===== config.mk =====
export PLATFORM = sky130hd
export DESIGN_NAME = axi_csr_buf
export DESIGN_NICKNAME = d
export VERILOG_FILES = /design/src/rtl/axi_csr_buf.sv
export SDC_FILE = /design/constraint.sdc
export NUM_CORES = 2
export LEC_CHECK = 0
export BUFFER_PORTS_ARGS = -buffer_cell sky130_fd_sc_hd__buf_2
export CAP_MARGIN = 20
export CORE_ASPECT_RATIO = 1.4
export CORE_MARGIN = 3
export CORE_UTILIZATION = 35
export DETAILED_ROUTE_END_ITERATION = 6
export GPL_TIMING_DRIVEN = 0
export RECOVER_POWER = 100
export SYNTH_ARGS = -nofsm -noshare
export SYNTH_HDL_FRONTEND = slang
export SYNTH_SLANG_ARGS = --single-unit

===== constraint.sdc =====
create_clock -name clk -period 2.5 [get_ports clk]
set_input_delay 0.5 -clock clk [delete_from_list [all_inputs] [get_ports clk]]
set_output_delay 0.5 -clock clk [all_outputs]
set_load 0.005 [all_outputs]

===== src/rtl/axi_csr_buf.sv =====
// CSR slave for the AXI-Lite master engine: transfer configuration, write-data
// buffer, read-capture buffer, busy/done/overflow status and a done interrupt.
module axi_csr_buf #(
    parameter  int DEPTH  = 16,
    parameter  int ADDR_W = 8,
    localparam int LEN_W  = $clog2(DEPTH) + 1
) (
    input  logic                  clk,
    input  logic                  reset_n,
    input  logic                  sel,
    input  logic                  enable,
    input  logic [ADDR_W-1:0]     addr,
    input  logic [31:0]           wdata,
    input  logic                  write,
    output logic [31:0]           rdata,
    output logic                  ready,
    output logic                  slverr,
    output logic [31:0]           address,
    output logic                  start,
    output logic [LEN_W-1:0]      len,
    output logic                  r_w,
    output logic [DEPTH*32-1:0]   data,
    output logic                  irq,
    input  logic                  tr_start,
    input  logic                  tr_complete,
    input  logic [31:0]           r_data,
    input  logic                  r_valid
);

    localparam int           IDX_W   = (DEPTH > 1) ? $clog2(DEPTH) : 1;
    localparam logic [6:0]   DEPTH_C = 7'(DEPTH);

    logic [31:0] wbuf [DEPTH];
    logic [31:0] rbuf [DEPTH];
    logic        irq_en;
    logic        busy;
    logic        done;
    logic        ovf;
    logic [6:0]  rcount;

    logic        acc, locked;
    logic        is_ctrl, is_addr, is_stat, is_wbuf, is_rbuf, unmapped;
    logic        rd_err, wr_err, acc_err;
    logic [31:0] rd_val;
    logic        ctrl_wr_full, ctrl_wr_stop, addr_wr, wbuf_wr, stat_wr;
    logic [6:0]  ptr;

    function automatic logic [LEN_W-1:0] clamp_len(input logic [28:0] req);
        if (req > 29'(DEPTH))
            return LEN_W'(DEPTH);
        else if (req == 29'd0)
            return LEN_W'(1);
        else
            return req[LEN_W-1:0];
    endfunction

    assign acc    = sel & enable & ~ready;
    assign locked = busy | start;

    assign is_ctrl  = (addr == ADDR_W'('h00));
    assign is_addr  = (addr == ADDR_W'('h01));
    assign is_stat  = (addr == ADDR_W'('h02));
    assign is_wbuf  = (addr >= ADDR_W'('h40)) && (addr < ADDR_W'('h40 + DEPTH));
    assign is_rbuf  = (addr >= ADDR_W'('h80)) && (addr < ADDR_W'('h80 + DEPTH));
    assign unmapped = ~(is_ctrl | is_addr | is_stat | is_wbuf | is_rbuf);

    always_comb begin
        rd_val = '0;
        rd_err = 1'b0;
        if (is_ctrl) begin
            rd_val[0]         = start;
            rd_val[1]         = r_w;
            rd_val[2+:LEN_W]  = len;
            rd_val[31]        = irq_en;
        end else if (is_addr) begin
            rd_val = address;
        end else if (is_stat) begin
            rd_val[0]    = busy;
            rd_val[1]    = done;
            rd_val[2]    = ovf;
            rd_val[8+:7] = rcount;
        end else if (is_wbuf) begin
            rd_val = wbuf[addr[IDX_W-1:0]];
        end else if (is_rbuf) begin
            rd_val = rbuf[addr[IDX_W-1:0]];
        end else begin
            rd_err = 1'b1;
        end
    end

    // A CTRL write that drops start is still honoured while locked.
    assign wr_err  = unmapped | (locked & ((is_ctrl & wdata[0]) | is_addr | is_wbuf));
    assign acc_err = write ? wr_err : rd_err;

    assign ctrl_wr_full = acc & write & is_ctrl & ~locked;
    assign ctrl_wr_stop = acc & write & is_ctrl & locked & ~wdata[0];
    assign addr_wr      = acc & write & is_addr & ~locked;
    assign wbuf_wr      = acc & write & is_wbuf & ~locked;
    assign stat_wr      = acc & write & is_stat;

    assign ptr = tr_start ? 7'd0 : rcount;

    always_ff @(posedge clk or negedge reset_n) begin
        if (!reset_n) begin
            ready   <= 1'b0;
            slverr  <= 1'b0;
            rdata   <= '0;
            start   <= 1'b0;
            r_w     <= 1'b0;
            len     <= '0;
            irq_en  <= 1'b0;
            address <= '0;
            busy    <= 1'b0;
            done    <= 1'b0;
            ovf     <= 1'b0;
            rcount  <= '0;
            irq     <= 1'b0;
            for (int i = 0; i < DEPTH; i++) begin
                wbuf[i] <= '0;
                rbuf[i] <= '0;
            end
        end else begin
            ready  <= acc;
            slverr <= acc & acc_err;
            if (acc)
                rdata <= write ? 32'h0 : rd_val;

            if (ctrl_wr_full) begin
                r_w    <= wdata[1];
                len    <= clamp_len(wdata[30:2]);
                irq_en <= wdata[31];
            end else if (ctrl_wr_stop) begin
                irq_en <= wdata[31];
            end

            if (tr_start)
                start <= 1'b0;
            else if (ctrl_wr_full)
                start <= wdata[0];
            else if (ctrl_wr_stop)
                start <= 1'b0;

            if (addr_wr)
                address <= wdata;
            if (wbuf_wr)
                wbuf[addr[IDX_W-1:0]] <= wdata;

            if (tr_complete)
                busy <= 1'b0;
            else if (tr_start)
                busy <= 1'b1;

            // Hardware set beats tr_start clear beats software W1C.
            if (tr_complete)
                done <= 1'b1;
            else if (tr_start)
                done <= 1'b0;
            else if (stat_wr & wdata[1])
                done <= 1'b0;

            if (r_valid && ptr < DEPTH_C) begin
                rbuf[ptr[IDX_W-1:0]] <= r_data;
                rcount               <= ptr + 7'd1;
            end else if (tr_start) begin
                rcount <= '0;
            end

            if (r_valid && ptr >= DEPTH_C)
                ovf <= 1'b1;
            else if (tr_start)
                ovf <= 1'b0;
            else if (stat_wr & wdata[2])
                ovf <= 1'b0;

            irq <= done & irq_en;
        end
    end

    for (genvar g = 0; g < DEPTH; g++) begin : g_data
        assign data[32*g +: 32] = wbuf[g];
    end

endmodule


==> impl_metrics.yaml <==
outcome:
  violations: "hold timing, capacitance limit, slew limit, setup timing"
  outcome: "finished with violations"
clock_tree:
  cts_buffers: 103
  clock-sinks: 1109
  cts_buffer_depth: 3
  path_clk_slew_ns: 0.06
  htreeDepth: 3
  insertion_delay_ns: 0.74
  cts_tree: "built"
  root_buffer: "clkbuf_16"
  hold_buffers: 2
die:
  core_mm2: 0.142
  die_x_um: 326
  num_rows: 163
  dieArea_mm2: 0.148
  dieHeight_um: 454
  io_pins: 666
  start_util: 0.354
setup_path:
  r2r-end: "data[423]"
  cp-end-kind: "flop"
  r2r_start: "ready"
  worstSetupStartpointType: "flop"
  r2r_setup_slack_ns: -0.13
  path_common_cell: "buf_12"
  cp_cell_sequence: "nand3b_1, inv_2, nand3_4, or3_4, buf_6, nor2_4, buf_12, buf_12, mux2_2"
  startpoint: "ready"
  max_stage_delay_ns: 0.45
  crit_required_ns: 3.10
  cp-endpoint: "data[423]"
  worstRegToRegCells: 9
  cp_top_family: "simple AND/OR/NAND/NOR gates"
  worstSetupPathType: "reg -> reg"
  crit_fanout: 10
  cp.depth: 9
  path_buf_inv: 4
  cp_data_arrival_time_ns: 3.23
  crit_slowest_cell: "dfrtp_2"
synthesis:
  synthSimpleGateAreaFrac: 0.0283
  synthArstFlopShare: 1.00
  synth_flop_cell: "dfrtp_1"
  synth_top_family_by_area: "multiplexers"
  ys_ff_latch: 1109
  synth-compound-area-share: 0.0253
  synth_xor_area_frac: 0.000523
  synth_cell_types: 63
  synth_nets: 3321
  yosys_warnings: 0
  synth_mux_area_frac: 0.365
  synth-edff-count: 0
  netlist_instances: 3237
  avgSynthCellArea_um2: 15.5
  yosysSeqAreaShare: 0.553
  synth-adder-area-share: 0.000996
  syn-cell-area_mm2: 0.0502
pwr:
  vdd_drop_max_uv: 535
  leakage_nw: 31.1
  finalPower_mw: 40.0
  powerDensity_mw_per_mm2: 642
sta:
  setup_viol_count_final: 347
  drv_slew: 197
  skew_ns: 0.0287
  hold_viol_final: 85
  period_share: 1.05
  max_freq_mhz: 380
  fin_crit_ns: 2.63
  worst_slew_pin_slew_ns: 1.71
  holdWs_ns: -0.273
  fin_ws_ns: -0.128
  rsz0062_at_grt: "true"
  slew_headroom: -0.143
routing:
  viasPerCell: 5.75
  postRouteAntennaNets: 0
  drt_iter0_drc: 3219
  wl_per_cell_um: 35.2
  drc: 0
  firstDrtPassIters: 6
  wl_um: 215000
  vias: 35100
layout:
  drive_gt1_frac: 0.590
  nNetsFinal: 4188
  n_fill_cell: 12900
  utilization: 0.440
  area_growth_pct: 24.1
  layout.cells.non_filler: 6100
global_routing:
  grt_first_pass_wirelength_um: 290000
  grtUsageTotal: 0.278
  overflow: 0
  antenna_found_initial: 40
  grt_pass1_vias: 35300
  grt_start_max_net_pins: 158
worst_hold_path:
  hold_class: "in -> async"
placement:
  numPortBuffers: 657
  gp_congestion: 0.926
  pre_cts_slack_ns: -1.80
  hpwl_um: 158000
  dp_cells: 5816
run:
  drv_cap: 1
==> metal layers <==
| layer | track usage | vias up | share of wire |
|---|---|---|---|
| li1 | - | 13900 | - |
| met1 | 0.326 | 19000 | 0.36 |
| met2 | 0.452 | 1689 | 0.47 |
| met3 | 0.0898 | 523 | 0.096 |
| met4 | 0.152 | 20 | 0.071 |
| met5 | 0 | - | 0.00064 |
==> where the power goes <==
group	switching [mW]	leakage [nW]	internal (mW)
Combinational	2.10	14.1	1.63
Sequential	0.513	15.2	18.9
Clock	7.35	1.75	9.57
==> area by class of cell <==
class	instances	area, um^2	area share
clock inverter	42	528	0.00847
multi-input combinational	1847	21500	0.345
clock buffer	144	3030	0.0485
antenna	18	45.0	0.000722
sequential	1109	27800	0.445
timing repair buffer	767	5000	0.0801
tap	1897	2370	0.0381
buffer	271	2080	0.0334
inverter	5	18.8	0.000301
==> synth_stat cells (32+ instances only) <==
| cell | n | area [um^2] |
|---|---|---|
| o21ai_0 | 41 | 205 |
| buf_4 | 37 | 278 |
| dfrtp_1 | 1109 | 27800 |
| nor3_1 | 32 | 160 |
| nand3_1 | 53 | 265 |
| nand2_1 | 46 | 173 |
| mux2i_1 | 44 | 440 |
| mux4_2 | 248 | 5590 |
| buf_1 | 42 | 158 |
| o22ai_1 | 32 | 200 |
| mux2_2 | 1062 | 12000 |
| clkbuf_1 | 119 | 447 |
| buf_2 | 63 | 315 |
| nor2_1 | 49 | 184 |
==> worst reg2reg max path, cell delays in order (launching register included) <==
cell and delay [ns]:
dfrtp_2 0.45, nand3b_1 0.31, inv_2 0.24, nand3_4 0.09
or3_4 0.44, buf_6 0.16, nor2_4 0.10, buf_12 0.17
buf_12 0.19, mux2_2 0.36
==> per-stage QoR <==
| step | setup TNS (ns) | cell area, um^2 |
|---|---|---|
| 2_1_floorplan | 0 | 50200 |
| 3_3_place_gp | - | 55900 |
| 3_5_place_dp | -1376.43 | 56400 |
| 4_1_cts | -1.68 | 61400 |
| 5_1_grt | -15.78 | 62300 |
| 6_report | -18.94 | 62300 |
==> placed cells by master (no fill, tap or decap), drive strengths merged, types with 3 or more instances in the layout <==
cell           synthesis  layout
nor4b                  3       3
o221ai                 9       9
inv                    5       5
nor4                   8       8
nand4                  3       3
a21oi                 17      17
nand2b                15      15
a22oi                 17      17
dfrtp               1109    1109
a211oi                18      18
nor2b                 26      26
clkinvlp               0       5
nor3                  32      32
nand2                 47      47
or3                    6       6
a31oi                  3       3
ha                     4       4
o22ai                 32      32
mux4                 248     248
o21ai                 41      41
diode                  0      18
a22o                  10      10
bufinv                 0      11
o22a                   9       9
or2                    4       4
o31ai                  4       4
xnor2                  3       3
mux2i                 44      44
a2111oi               11      11
buf                  157     879
mux2                1092    1092
nor2                  65      65
and2                   3       3
clkinv                 0      26
clkbuf               119     291
nand3                 54      54
clkdlybuf4s15          0       8
==> state kept, by name, summed over array words and instances (netlist names), 5 cells and up <==
name and flops:
data 512, rbuf 512, address 32, rdata 32, rcount 7, len 5
==> how the worst min path moves through the flow <==
stage          startpoint         end  slack [ns]  depth (start not counted)
2_1_floorplan     reset_n  address[0]        0.20                          0
4_1_cts           reset_n    data[23]       -0.28                          1
6_report          reset_n   data[311]       -0.27                          1
3_3_place_gp     rdata[7]    rdata[7]        0.46                          2
5_1_grt           reset_n    data[23]       -0.24                          1
3_5_place_dp    rdata[30]   rdata[30]        0.47                          2
==> timing repair <==
action | CTS | global route
setup buffers | 43 | 18
resized for setup | 242 | 132
endpoints found under the setup margin | 1101 | 676
hold endpoints to repair | 88 | 85
cloned | 7 | 15
pin swaps | 15 | 11
==> logic make-up after synthesis <==
| kind of cell | count (synthesis) |
|---|---|
| adder cells (fa/ha/maj) | 4 |
| multiplexers | 1384 |
| flip-flops | 1109 |
| buffers and inverters | 281 |
| AO/OA/AOI/OAI | 184 |
| XOR/XNOR | 3 |
| AND/OR/NAND/NOR | 272 |
Note: power is estimated with default switching activity, not from simulation.
